$ cat config.mk
export PLATFORM = sky130hd
export DESIGN_NAME = generatore_potenze
export DESIGN_NICKNAME = d
export VERILOG_FILES = /design/src/rtl/generatore_potenze.sv
export SDC_FILE = /design/constraint.sdc
export NUM_CORES = 1
export LEC_CHECK = 0
export BUFFER_PORTS_ARGS = -buffer_cell sky130_fd_sc_hd__buf_2
export CAP_MARGIN = 0
export CORE_MARGIN = 2
export CORE_UTILIZATION = 55
export DETAILED_ROUTE_END_ITERATION = 8
export PLACE_DENSITY_LB_ADDON = 0.12
export SLEW_MARGIN = 20
export SYNTH_ARGS = -nofsm -noshare
export SYNTH_HDL_FRONTEND = slang
export SYNTH_SLANG_ARGS = --single-unit
$ cat constraint.sdc
create_clock -name clock -period 2.9 [get_ports clock]
set_input_delay 0.29 -clock clock [delete_from_list [all_inputs] [get_ports clock]]
set_output_delay 0.29 -clock clock [all_outputs]
set_load 0.02 [all_outputs]
$ cat src/rtl/generatore_potenze.sv
// Power-of-two word generator: on a start command it streams 2^lo..2^hi
// (ascending) or 2^hi..2^lo (descending) over a valid/ready handshake,
// then pulses done. An inverted range (lo > hi) produces a one-cycle err
// pulse instead of a run. All outputs are registered.
module generatore_potenze #(
    parameter int N  = 8,
    parameter int EW = 3
) (
    input  logic          clock,
    input  logic          reset_n,
    input  logic          start,
    input  logic [EW-1:0] lo,
    input  logic [EW-1:0] hi,
    input  logic          dir,
    input  logic          ready,
    output logic [0:N-1]  x,
    output logic          valid,
    output logic          busy,
    output logic          done,
    output logic          err
);

    typedef enum logic [1:0] {
        IDLE = 2'd0,
        RUN  = 2'd1,
        DONE = 2'd2
    } state_t;

    state_t        state_reg, state_next;
    logic [EW-1:0] e_reg, e_next;
    logic [EW-1:0] lo_reg, lo_next;
    logic [EW-1:0] hi_reg, hi_next;
    logic          dir_reg, dir_next;

    logic [N-1:0]  x_reg, x_next;
    logic          valid_reg, valid_next;
    logic          busy_reg, busy_next;
    logic          done_reg, done_next;
    logic          err_reg, err_next;

    // One-hot decode of the next exponent; bit gi is the numeric weight 2^gi.
    logic [N-1:0]  e_onehot;

    generate
        for (genvar gi = 0; gi < N; gi++) begin : g_decode
            assign e_onehot[gi] = (e_next == EW'(gi));
        end
    endgenerate

    // The word is only shown while the next cycle carries a valid transfer.
    assign x_next = valid_next ? e_onehot : '0;

    // State and output registers with synchronous active-low reset.
    always_ff @(posedge clock) begin
        if (!reset_n) begin
            state_reg <= IDLE;
            e_reg     <= '0;
            lo_reg    <= '0;
            hi_reg    <= '0;
            dir_reg   <= 1'b0;
            x_reg     <= '0;
            valid_reg <= 1'b0;
            busy_reg  <= 1'b0;
            done_reg  <= 1'b0;
            err_reg   <= 1'b0;
        end else begin
            state_reg <= state_next;
            e_reg     <= e_next;
            lo_reg    <= lo_next;
            hi_reg    <= hi_next;
            dir_reg   <= dir_next;
            x_reg     <= x_next;
            valid_reg <= valid_next;
            busy_reg  <= busy_next;
            done_reg  <= done_next;
            err_reg   <= err_next;
        end
    end

    // Next-state logic; outputs are computed one cycle ahead and registered.
    always_comb begin
        state_next = state_reg;
        e_next     = e_reg;
        lo_next    = lo_reg;
        hi_next    = hi_reg;
        dir_next   = dir_reg;
        valid_next = 1'b0;
        busy_next  = 1'b0;
        done_next  = 1'b0;
        err_next   = 1'b0;

        unique case (state_reg)
            IDLE: begin
                if (start) begin
                    if (lo <= hi) begin
                        lo_next    = lo;
                        hi_next    = hi;
                        dir_next   = dir;
                        e_next     = dir ? hi : lo;
                        state_next = RUN;
                        valid_next = 1'b1;
                        busy_next  = 1'b1;
                    end else begin
                        err_next = 1'b1;
                    end
                end
            end
            RUN: begin
                busy_next  = 1'b1;
                valid_next = 1'b1;
                if (ready) begin
                    // End-of-run test comes first so e never wraps.
                    if (e_reg == (dir_reg ? lo_reg : hi_reg)) begin
                        state_next = DONE;
                        valid_next = 1'b0;
                        done_next  = 1'b1;
                    end else if (dir_reg) begin
                        e_next = e_reg - 1'b1;
                    end else begin
                        e_next = e_reg + 1'b1;
                    end
                end
            end
            DONE: begin
                state_next = IDLE;
            end
            default: begin
                state_next = IDLE;
            end
        endcase
    end

    assign x     = x_reg;
    assign valid = valid_reg;
    assign busy  = busy_reg;
    assign done  = done_reg;
    assign err   = err_reg;

endmodule

Word-level counts from Yosys, hierarchy flattened --
Cells that the tools add are included.
Storage, ports and cells: input port bits 11, output and inout port bits 12, logic and storage cells 54, flip-flop bits (word level) 24
Operators by class: reduce and logical (&&, ||, !) cells 7, equal/unequal tests 13, order comparisons 1, $add $sub $neg 2, muxes and demuxes 21
Operators by type and width (count):
- 2-to-1 mux 3 bit | 7
- equality test 3 bit (second input constant) | 4
- AND reduction 3 bit | 3
- 2-to-1 mux 2 bit | 4
- inequality test 2 bit (second input constant) | 4
- equality test 3 x 2 -> 1 bit (second input constant) | 2
- 2-to-1 mux 1 bit | 6
- one-hot mux 3 bit (2 select lines) | 1
- one-hot mux 1 bit (2 select lines) | 2
- one-hot mux 2 bit (2 select lines) | 1
- AND reduction 4 bit | 1
- adder 3 x 1 -> 3 bit (second input constant) | 1
- equality test 3 x 1 -> 1 bit (second input constant) | 1
- equality test 3 bit | 1
- <= comparator 3 bit | 1
- logical NOT 3 bit | 1
- subtractor 3 x 1 -> 3 bit (second input constant) | 1
- equality test 2 x 1 -> 1 bit (second input constant) | 1
- logical NOT 2 bit | 1
- AND reduction 2 bit | 1

Depth between registers and ports, before layout --
Gate-level depths: netlist of the first run.
depth after elaboration 6, depth in mapped cells 10, depth with buffers taken out 9

Worst setup path after synthesis of the first run --
Ideal clock, no wire load.
kind input port to flip-flop, start input hi[2], end register x_reg[6] (netlist: x[1]), path slack 0.873 ns, setup time 0.136 ns, required time 2.764 ns, data arrival time 1.890 ns, path buffers 2, cell stages on the path 10, cell sequence inv_1 > ha_1 > and3b_1 > o21ai_0 > buf_2 > nand2_1 > clkbuf_1 > o32ai_1 > a31o_1 > nor3_1
On the way: longest elaborated chain between the ends 5, elaborated cells on any way between the ends 10, those cells by class order compare: 1; eq/ne: 1; mux: 7; reduce/logical: 1
RTL lines:
- start, declared | RTL line 13 | input logic [EW-1:0] hi,
- <= comparator 3 bit / 2-to-1 mux 3 bit (equally long branches) | RTL line 95, 99
- 2-to-1 mux 3 bit / 2-to-1 mux 1 bit (equally long branches) | RTL line 95 | if (lo <= hi) begin
- 2-to-1 mux 3 bit / 2-to-1 mux 1 bit (equally long branches) | RTL line 94 | if (start) begin
- one-hot mux 3 bit (2 select lines) / one-hot mux 1 bit (2 select lines) (equally long branches) | RTL line 92 | unique case (state_reg)
- equality test 3 bit / AND reduction 2 bit (equally long branches)
- end signal, assigned | RTL line 72 | x_reg <= x_next;
- end, declared | RTL line 35 | logic [N-1:0] x_reg, x_next;
Parallel ways exist; a longest one is shown, timed or not. A chain may end at the register's enable or synchronous reset.

Final worst setup path of the first run --
start register dir_reg, end register x_reg[7] (netlist: x[0])
On the way: longest elaborated chain between the ends 6, elaborated cells on any way between the ends 11, those cells by class eq/ne: 2; mux: 8; reduce/logical: 1
RTL lines:
- start, declared | RTL line 33 | logic dir_reg, dir_next;
- start signal, assigned | RTL line 71 | dir_reg <= dir_next;
- 2-to-1 mux 3 bit | RTL line 113 | if (e_reg == (dir_reg ? lo_reg : hi_reg)) begin
- equality test 3 bit | RTL line 113
- 2-to-1 mux 3 bit / 2-to-1 mux 1 bit (equally long branches) | RTL line 113
- 2-to-1 mux 3 bit / 2-to-1 mux 1 bit (equally long branches) | RTL line 111 | if (ready) begin
- one-hot mux 3 bit (2 select lines) / one-hot mux 1 bit (2 select lines) (equally long branches) | RTL line 92
- equality test 3 bit / AND reduction 2 bit (equally long branches)
Parallel ways exist; a longest one is shown, timed or not.

==> results.toml, run 1 <==
[logic_synthesis]
yosys-top-cells-area = "dfxtp_1 (42%), a21boi_0 (4.6%), nand2_1 (4.2%), nor3_1 (3.9%), mux2i_1 (3.5%)"
yosysWarnings = 0
syn_area_sq_mm = 0.00115
synth_common_cells = "dfxtp_1 (24), nand2_1 (13), inv_1 (9), nor3_1 (9), nand3_1 (8)"
ys_seq_area_share_pct = 41.6
syn_area_per_cell_sq_um = 9.24
synth.largest_area_cell = "dfxtp_1"
synth.distinct_cells = 42
synth_top_area_share_pct = 41.6
synth_edf_count = 0
ys_async_sr_fraction_pct = 0
syn_inst = 125
synth_flop_cell = "dfxtp_1"
synth_most_common_cell = "dfxtp_1"
synth_fp_nets = 140
synth_seq_cells = 24

[clock_tree]
clock_latency_ps = 310
cts.repair.resized = 0
cts.htree.levels = 1
cts.sinks = 24
cts_buffer_depth = 2
cts_root_buffer = "clkbuf_4"
cts_tree = "yes"
cts_made_buffers = 3
cts_setup_buffers = 0
postCtsHoldBufs = 0
clk_pin_slew_ps = 130

[sta]
grt_setup_unrepaired = "no"
finalClockSkew_ps = 2.15
finalMaxSlewViolations = 0
fmax_ghz = 0.442
min_period_ps = 2260
report.final.setup_viol = 0
period_share_pct = 77.9
slew_headroom_pct = 61.7
whs_ps = 253
tightest_slew_ps = 570
hold_violations = 0
fin_setup_tns_ps = 0

[worst_setup_path]
crit_family = "simple AND/OR/NAND/NOR gates"
crit_required_ps = 3100
crit_buf_inv = 0
cp_slowest_cell = "dfxtp_1"
path_common_cell = "nor3_1"
crit_path_max_fanout = 6
cpPeakStageDelay_ps = 530
crit_type = "register to register"
crit_chain = "mux2i_2, xnor2_1, nor3_1, o32ai_1, a31oi_1, nor3_1"
cp-start-kind = "register"
arrival_ps = 2460
critPathCaptureType = "register"

[grt]
grt_pass1_wl_um = 4130
antenna_found_initial = 0
grt_usage_pct = 21.5
overflow = 0
grt_start_max_net_pins = 16
grt_pass1_vias = 952

[layout]
nNetsFinal = 165
fill_cells = 177
area_growth_pct = 16.9
fin_util_pct = 68.8
drive_gt1_share_pct = 24.8
finalInstanceArea_sq_mm = 0.00135
diodes = 0
largest_reg_flops = 8
instances_no_fill = 176

[route]
post_drt_wl_per_cell_um = 12.9
ant_nets = 0
drc = 0
via_per_inst = 5.64
dr.pass1.iters = 4
wl_um = 2270
first_iter_violations = 14
vias = 993

[die]
dieArea_sq_mm = 0.00248
die_w_um = 49.8
core-area_sq_mm = 0.00196
die_h_um = 49.8
pin_count = 23
num_rows = 16
start_util_pct = 58.9

[status]
status = "complete, no violations"

[placed_design]
portBuffers = 22
gp_congestion = 0.859
place_area_sq_mm = 0.00130
dpl.cell_count = 172
hpwlAfterDp_um = 1760

[power_and_ir_drop]
p_leak_nw = 0.607
vdd_drop_max_mv = 0.474
power_density_mw_per_mm2 = 602

[flow_run]
drv_cap = 0

[worst_hold_path]
hold_path_class = "primary input to register"
-- cell usage in the layout, fill, tap and decap left out, types with 2 or more instances in the layout --
| cell type | n |
|---|---|
| dfxtp_1 | 24 |
| buf_2 | 22 |
| nand2_1 | 13 |
| inv_1 | 9 |
| nor3_1 | 9 |
| nand3_1 | 8 |
| a21boi_0 | 7 |
| mux2i_1 | 4 |
| buf_4 | 4 |
| xnor2_1 | 3 |
| nor2_1 | 3 |
| and2_1 | 3 |
| ha_1 | 3 |
| clkbuf_4 | 3 |
| or2_2 | 2 |
| nor2b_1 | 2 |
| and3_1 | 2 |
| o211ai_1 | 2 |
| and4_1 | 2 |
-- per-stage QoR --
stage	power (mW)	setup slack (ps)
global placement	0.574	677
global route	0.857	357
detailed placement	0.581	584
floorplan	0.522	873
CTS	0.819	663
finish	0.813	640
-- area by class of cell --
cell class / instances / area, sq um / area share, %
Clock buffer: 3 / 22.5 / 1.67
Timing Repair Buffer: 26 / 140 / 10.4
Inverter: 9 / 33.8 / 2.50
Clock inverter: 1 / 30.0 / 2.22
Multi-Input combinational cell: 86 / 609 / 45.1
Sequential cell: 24 / 480 / 35.6
Tap cell: 27 / 33.8 / 2.50
-- worst paths after layout --
| path | start | end | slack (ps) | cells past startpoint |
|---|---|---|---|---|
| min reg2reg | hi_reg[0]$_SDFFE_PN0P_ | hi_reg[0]$_SDFFE_PN0P_ | 480 | 2 |
| max reg2reg | dir_reg$_SDFFE_PN0P_ | x[0]$_SDFF_PN0_ | 640 | 6 |
| max | dir_reg$_SDFFE_PN0P_ | x[0]$_SDFF_PN0_ | 640 | 6 |
| min | lo[2] | lo_reg[2]$_SDFFE_PN0P_ | 250 | 3 |
-- metal layers --
metal	vias up	wire, um	part of all wire [%]	global-route usage [%]
met2	23	1100	48	36.9
met4	0	67	2.9	10.2
li1	498	-	-	-
met3	7	79	3.5	4.24
met5	-	0	0	0
met1	465	1030	45	25.5
-- where the power goes --
part / internal [mW] / leakage [nW] / total, mW / switching (mW)
Sequential: 0.353 / 0.196 / 0.371 / 0.0178
Combinational: 0.0827 / 0.383 / 0.204 / 0.121
Clock: 0.140 / 0.0279 / 0.238 / 0.0980
-- worst min-delay path, cell delays in order --
cell      delay [ps]
buf_2            120
nand3_1           60
a21boi_0          70
-- kinds of logic after synthesis --
logic type	share of synthesized area (%)
mux	5.63
simple gates	21.7
fa+ha+maj	4.98
flops	41.6
compound gates	17.4
xor+xnor	3.03
buf+inv	5.63
No activity file was read; power rests on OpenSTA's default activity.
==> run 2: changes to the inputs <==
- ABC_AREA: not set -> 1
- CORE_UTILIZATION: 55 -> 48
- clock period: 2.9 -> 1.9 ns (I/O delays scaled with it)
==> run 2 against run 1 <==
Compared with the run above:
- register-to-register slack got worse by 450 ps
- die area rose by 15%
- sequential share of layout area fell by 0.68 points
- count of clock-buffer cells in the layout did not move
- global-route usage fell by 0.83 points
- critical path depth rose by 2
- design area rose by 2.2%
- power rose by 63%
- critical path type unchanged
- largest cell class unchanged
==> results.toml, run 2 <==
[power_and_ir_drop]
vdd_drop_max_mv = 0.540
p_comb_share_pct = 28.2
pwr-share-seq_pct = 43.7
switching_share_pct = 32.6
switchingPower_uw = 431
p_leak_nw = 0.684
p_int_uw = 893
power_density_mw_per_mm2 = 960
p_clk_share_pct = 28.0
finalPower_mw = 1.32

[sta]
period_share_pct = 90.0
grt_setup_unrepaired = "no"
hold_violations = 0
fmax_ghz = 0.585
report.final.setup_viol = 0
min_period_ps = 1710
finalMaxSlewViolations = 0
finalClockSkew_ps = 2.54
fin_setup_tns_ps = 0
tightest_slew_ps = 297
whs_ps = 124
slew_headroom_pct = 80.1

[logic_synthesis]
synth_fp_nets = 175
synth_edf_count = 0
yosys-top-cells-area = "dfxtp_1 (41%), nand2_1 (11%), nand3_1 (8.1%), inv_1 (6.4%), nor2_1 (5.1%)"
synth_flop_cell = "dfxtp_1"
synth_common_cells = "nand2_1 (36), dfxtp_1 (24), inv_1 (20)"
ys_async_sr_fraction_pct = 0
synth.distinct_cells = 23
synth_most_common_cell = "nand2_1"
syn_area_per_cell_sq_um = 7.36
synth.largest_area_cell = "dfxtp_1"
ys_seq_area_share_pct = 40.8
synth_seq_cells = 24
synth_top_area_share_pct = 40.8
yosysWarnings = 0
syn_inst = 160
syn_area_sq_mm = 0.00118

[worst_setup_path]
critPathCaptureType = "register"
crit_required_ps = 2120
arrival_ps = 1930
crit_path_max_fanout = 8
cp-start-kind = "register"
crit_type = "register to register"

[clock_tree]
cts_tree = "yes"
cts_buffer_depth = 2
cts_root_buffer = "clkbuf_4"
clk_pin_slew_ps = 130
cts_made_buffers = 3
clock_latency_ps = 320
cts.htree.levels = 1
cts.sinks = 24

[die]
core-area_sq_mm = 0.00228
die_w_um = 53.5
die_h_um = 53.5
start_util_pct = 51.7
num_rows = 17
pin_count = 23
dieArea_sq_mm = 0.00286

[grt]
antenna_found_initial = 0
grt_start_max_net_pins = 15
overflow = 0
grt_pass1_wl_um = 4170
grt_usage_pct = 20.7
grt_pass1_vias = 982

[placed_design]
hpwlAfterDp_um = 1990
portBuffers = 22
gp_congestion = 0.927
dpl.cell_count = 211

[route]
first_iter_violations = 16
drc = 0
post_drt_wl_per_cell_um = 11.6
dr.pass1.iters = 4
wl_um = 2500
vias = 1078
ant_nets = 0
via_per_inst = 5.01

[flow_run]
drv_cap = 0

[status]
status = "complete, no violations"

[layout]
largest_reg_flops = 8
area_growth_pct = 17.2
fin_util_pct = 60.6
instances_no_fill = 215
final_cell_mix = "nand2_1 (36), dfxtp_1 (23), buf_2 (22)"
nNetsFinal = 203
diodes = 0
layout_commonest_cell = "nand2_1"
drive_gt1_share_pct = 24.1

[worst_hold_path]
hold_path_class = "primary input to register"
==> run 2: worst max-delay path: stages, from the launching register on <==
cell and delay, ps:
dfxtp_2 410, fa_1 400, xnor2_1 130, nor2_1 170
nand3_1 120, nand2_1 70, nor2_1 40, nor2_2 190
nor2_1 80
==> run 2: cell families (layout without fill, tap and decap cells) <==
kind of cell | after synthesis | after routing | synth area share [%]
compound gates | 19 | 19 | 8.40
xor+xnor | 1 | 1 | 0.744
fa+ha+maj | 4 | 4 | 4.89
buf+inv | 24 | 51 | 9.35
flops | 24 | 24 | 40.8
mux | 2 | 2 | 1.91
simple gates | 86 | 86 | 33.9
==> run 2: metrics by stage <==
step | instance area (sq um) | worst slack, ps
floorplan | 1180 | 318
global placement | 1330 | 106
detailed placement | 1330 | 78.1
CTS | 1380 | 104
global route | 1380 | 18.9
finish | 1380 | 190
==> run 2: cell type report <==
type,count,area [sq um]
multi-input cells,112,587
clock inverters,1,30.0
repair buffers,26,140
flip-flops and latches,24,482
clock buffers,3,22.5
fillers,212,896
well taps,28,35.0
inverters,21,83.8
==> run 2: path summary, 6_finish.rpt <==
path              slack, ps  cells past startpoint                     end                    from
hold reg to reg         480                      2  hi_reg[2]$_SDFFE_PN0P_  hi_reg[2]$_SDFFE_PN0P_
hold / removal          120                      3  lo_reg[1]$_SDFFE_PN0P_                   lo[1]
setup reg to reg        190                      8         x[0]$_SDFF_PN0_    dir_reg$_SDFFE_PN0P_
setup / recovery        190                      8         x[0]$_SDFF_PN0_    dir_reg$_SDFFE_PN0P_
==> run 2: per-layer routing <==
| metal | share of wire (%) | global-route usage (%) | vias up |
|---|---|---|---|
| met5 | 0 | 0 | - |
| met1 | 49 | 26.5 | 476 |
| met2 | 44 | 31.9 | 25 |
| li1 | - | - | 570 |
| met4 | 3.1 | 12.8 | 0 |
| met3 | 4.2 | 3.67 | 7 |
==> run 2: power groups by stage <==
stage | Combinational, mW | Clock (mW) | Sequential (mW)
2_1_floorplan | 0.276 | 0 | 0.603
3_3_place_gp | 0.366 | 0 | 0.588
3_5_place_dp | 0.373 | 0 | 0.589
4_1_cts | 0.376 | 0.380 | 0.578
5_1_grt | 0.424 | 0.392 | 0.583
6_report | 0.374 | 0.371 | 0.579
==> run 2: timing repair <==
item	in CTS	in global routing
buffers inserted	0	0
hold buffers	0	0
gates resized for setup	0	1
setup endpoints to repair	0	9
==> run 3: changes to the inputs <==
- CORE_UTILIZATION: 48 -> 55
- GPL_TIMING_DRIVEN: not set -> 0
- clock period: 1.9 -> 2 ns (I/O delays scaled with it)
==> run 3 against run 2 <==
Compared with the run above:
- fmax fell by 3.5%
- first-iteration DRC count is 100% higher
- register-to-register slack better by 40 ps
- combinational power shrank 2%
- cell count shrank 0.93%
- clock skew is 1.8 ps higher
- sequential power decreased by 5.5%
- highest routed layer unchanged
==> results.toml, run 3 (synthesized netlist as in run 2, its figures left out) <==
[die]
die_h_um = 50.3
core-area_sq_mm = 0.00198
dieArea_sq_mm = 0.00253
start_util_pct = 59.4
pin_count = 23
die_w_um = 50.3
num_rows = 16

[worst_setup_path]
crit_required_ps = 2210
path_common_cell = "nor2_1"
cpPeakStageDelay_ps = 450
crit_path_max_fanout = 6
cp-start-kind = "register"
cp_slowest_cell = "fa_1"
crit_chain = "fa_1, xnor2_1, nor2_1, nand3_1, nand2_1, nor2_1, nor2_2, nor2_1"
crit_type = "register to register"
arrival_ps = 1990
critPathCaptureType = "register"

[route]
wl_um = 2300
vias = 1116
drc = 0
via_per_inst = 5.24
first_iter_violations = 32
dr.pass1.iters = 4
ant_nets = 0
post_drt_wl_per_cell_um = 10.8

[grt]
grt_start_max_net_pins = 15
grt_usage_pct = 20.2
grt_pass1_vias = 930
overflow = 0
antenna_found_initial = 0
grt_pass1_wl_um = 3910

[power_and_ir_drop]
switching_share_pct = 31.9
pwr-share-seq_pct = 43.6
switchingPower_uw = 401
vdd_drop_max_mv = 0.519
p_comb_share_pct = 29.0
p_leak_nw = 0.677
power_density_mw_per_mm2 = 915
p_clk_share_pct = 27.4
p_int_uw = 855

[layout]
diodes = 0
layout_commonest_cell = "nand2_1"
area_growth_pct = 16.7
regArea_sq_um = 480
final_cell_mix = "nand2_1 (36), dfxtp_1 (24), buf_2 (22)"
largest_reg_flops = 8
finalInstanceArea_sq_mm = 0.00137
drive_gt1_share_pct = 22.6
fill_cells = 176
multi_input_comb_area_sq_um = 587
nNetsFinal = 202

[sta]
report.final.setup_viol = 0
min_period_ps = 1770
period_share_pct = 88.6
hold_violations = 0
fin_setup_tns_ps = 0
grt_setup_unrepaired = "no"
fmax_ghz = 0.564
slew_headroom_pct = 76.5
tightest_slew_ps = 353
finalMaxSlewViolations = 0
finalClockSkew_ps = 4.36

[placed_design]
place_area_sq_mm = 0.00132
gp_congestion = 0.884
hpwlAfterDp_um = 1850
portBuffers = 22

[flow_run]
drv_cap = 0

[status]
status = "complete, no violations"

[clock_tree]
cts.sinks = 24
cts_buffer_depth = 2
cts.repair.resized = 0
cts_setup_buffers = 0
clock_latency_ps = 310
postCtsHoldBufs = 0
clk_pin_slew_ps = 130
cts.htree.levels = 1
cts_tree = "yes"
cts_made_buffers = 3
cts_root_buffer = "clkbuf_4"

[worst_hold_path]
hold_path_class = "primary input to register"
## run 3: changes by cell type in the layout (fill, tap and decap cells not counted)
| cell | delta |
|---|---|
| dfxtp_1 | +1 |
| buf_6 | +2 |
| clkbuf_1 | +1 |
| buf_4 | -4 |
| dfxtp_2 | -1 |
## run 3: area by class of cell
type | count | share of cell area, %
well taps | 27 | 2.46
inverters | 21 | 6.10
plain buffers | 3 | 1.91
clock inverters | 1 | 2.19
flip-flops and latches | 24 | 35.0
clock buffers | 3 | 1.64
repair buffers | 22 | 8.01
multi-input cells | 112 | 42.7
## run 3: final timing paths
kind              cells past startpoint                endpoint  slack, ps                    from
setup reg to reg                      8         x[0]$_SDFF_PN0_        230     e_reg[0]$_SDFF_PN0_
setup / recovery                      8         x[0]$_SDFF_PN0_        230     e_reg[0]$_SDFF_PN0_
hold / removal                        3          err$_SDFF_PN0_        130                   start
hold reg to reg                       2  lo_reg[2]$_SDFFE_PN0P_        480  lo_reg[2]$_SDFFE_PN0P_
## run 3: power groups by stage
| stage | Clock [mW] | Sequential [mW] | Combinational [mW] |
|---|---|---|---|
| 2_1_floorplan | 0 | 0.572 | 0.262 |
| 3_3_place_gp | 0 | 0.557 | 0.354 |
| 3_5_place_dp | 0 | 0.558 | 0.362 |
| 4_1_cts | 0.347 | 0.547 | 0.364 |
| 5_1_grt | 0.370 | 0.553 | 0.415 |
| 6_report | 0.345 | 0.547 | 0.365 |
## run 3: stage by stage
step                      hold slack (ps)  util (%)  power (mW)  worst slack, ps  cells
after floorplan                       338         -       0.834              418    160
after global placement                456      66.7       0.911              201    209
after detailed placement              465      66.7       0.920              165    209
after CTS                             131      69.3        1.26              223    213
after global routing                  135      69.3        1.34              103    213
final                                 133      69.3        1.26              228    213
## run 3: critical path: cells and delay by family, from the launching register on
family	cells	cell delay, ps
XOR/XNOR	1	130
adder cells (fa/ha/maj)	1	450
flip-flops	1	400
AND/OR/NAND/NOR	6	700
## run 3: metal layers
metal	up-vias	track usage (%)	wire [um]
met5	-	0	0
met4	0	7.41	36
met3	5	4.17	197
met2	44	31.8	1050
met1	500	27.3	1020
li1	567	-	-
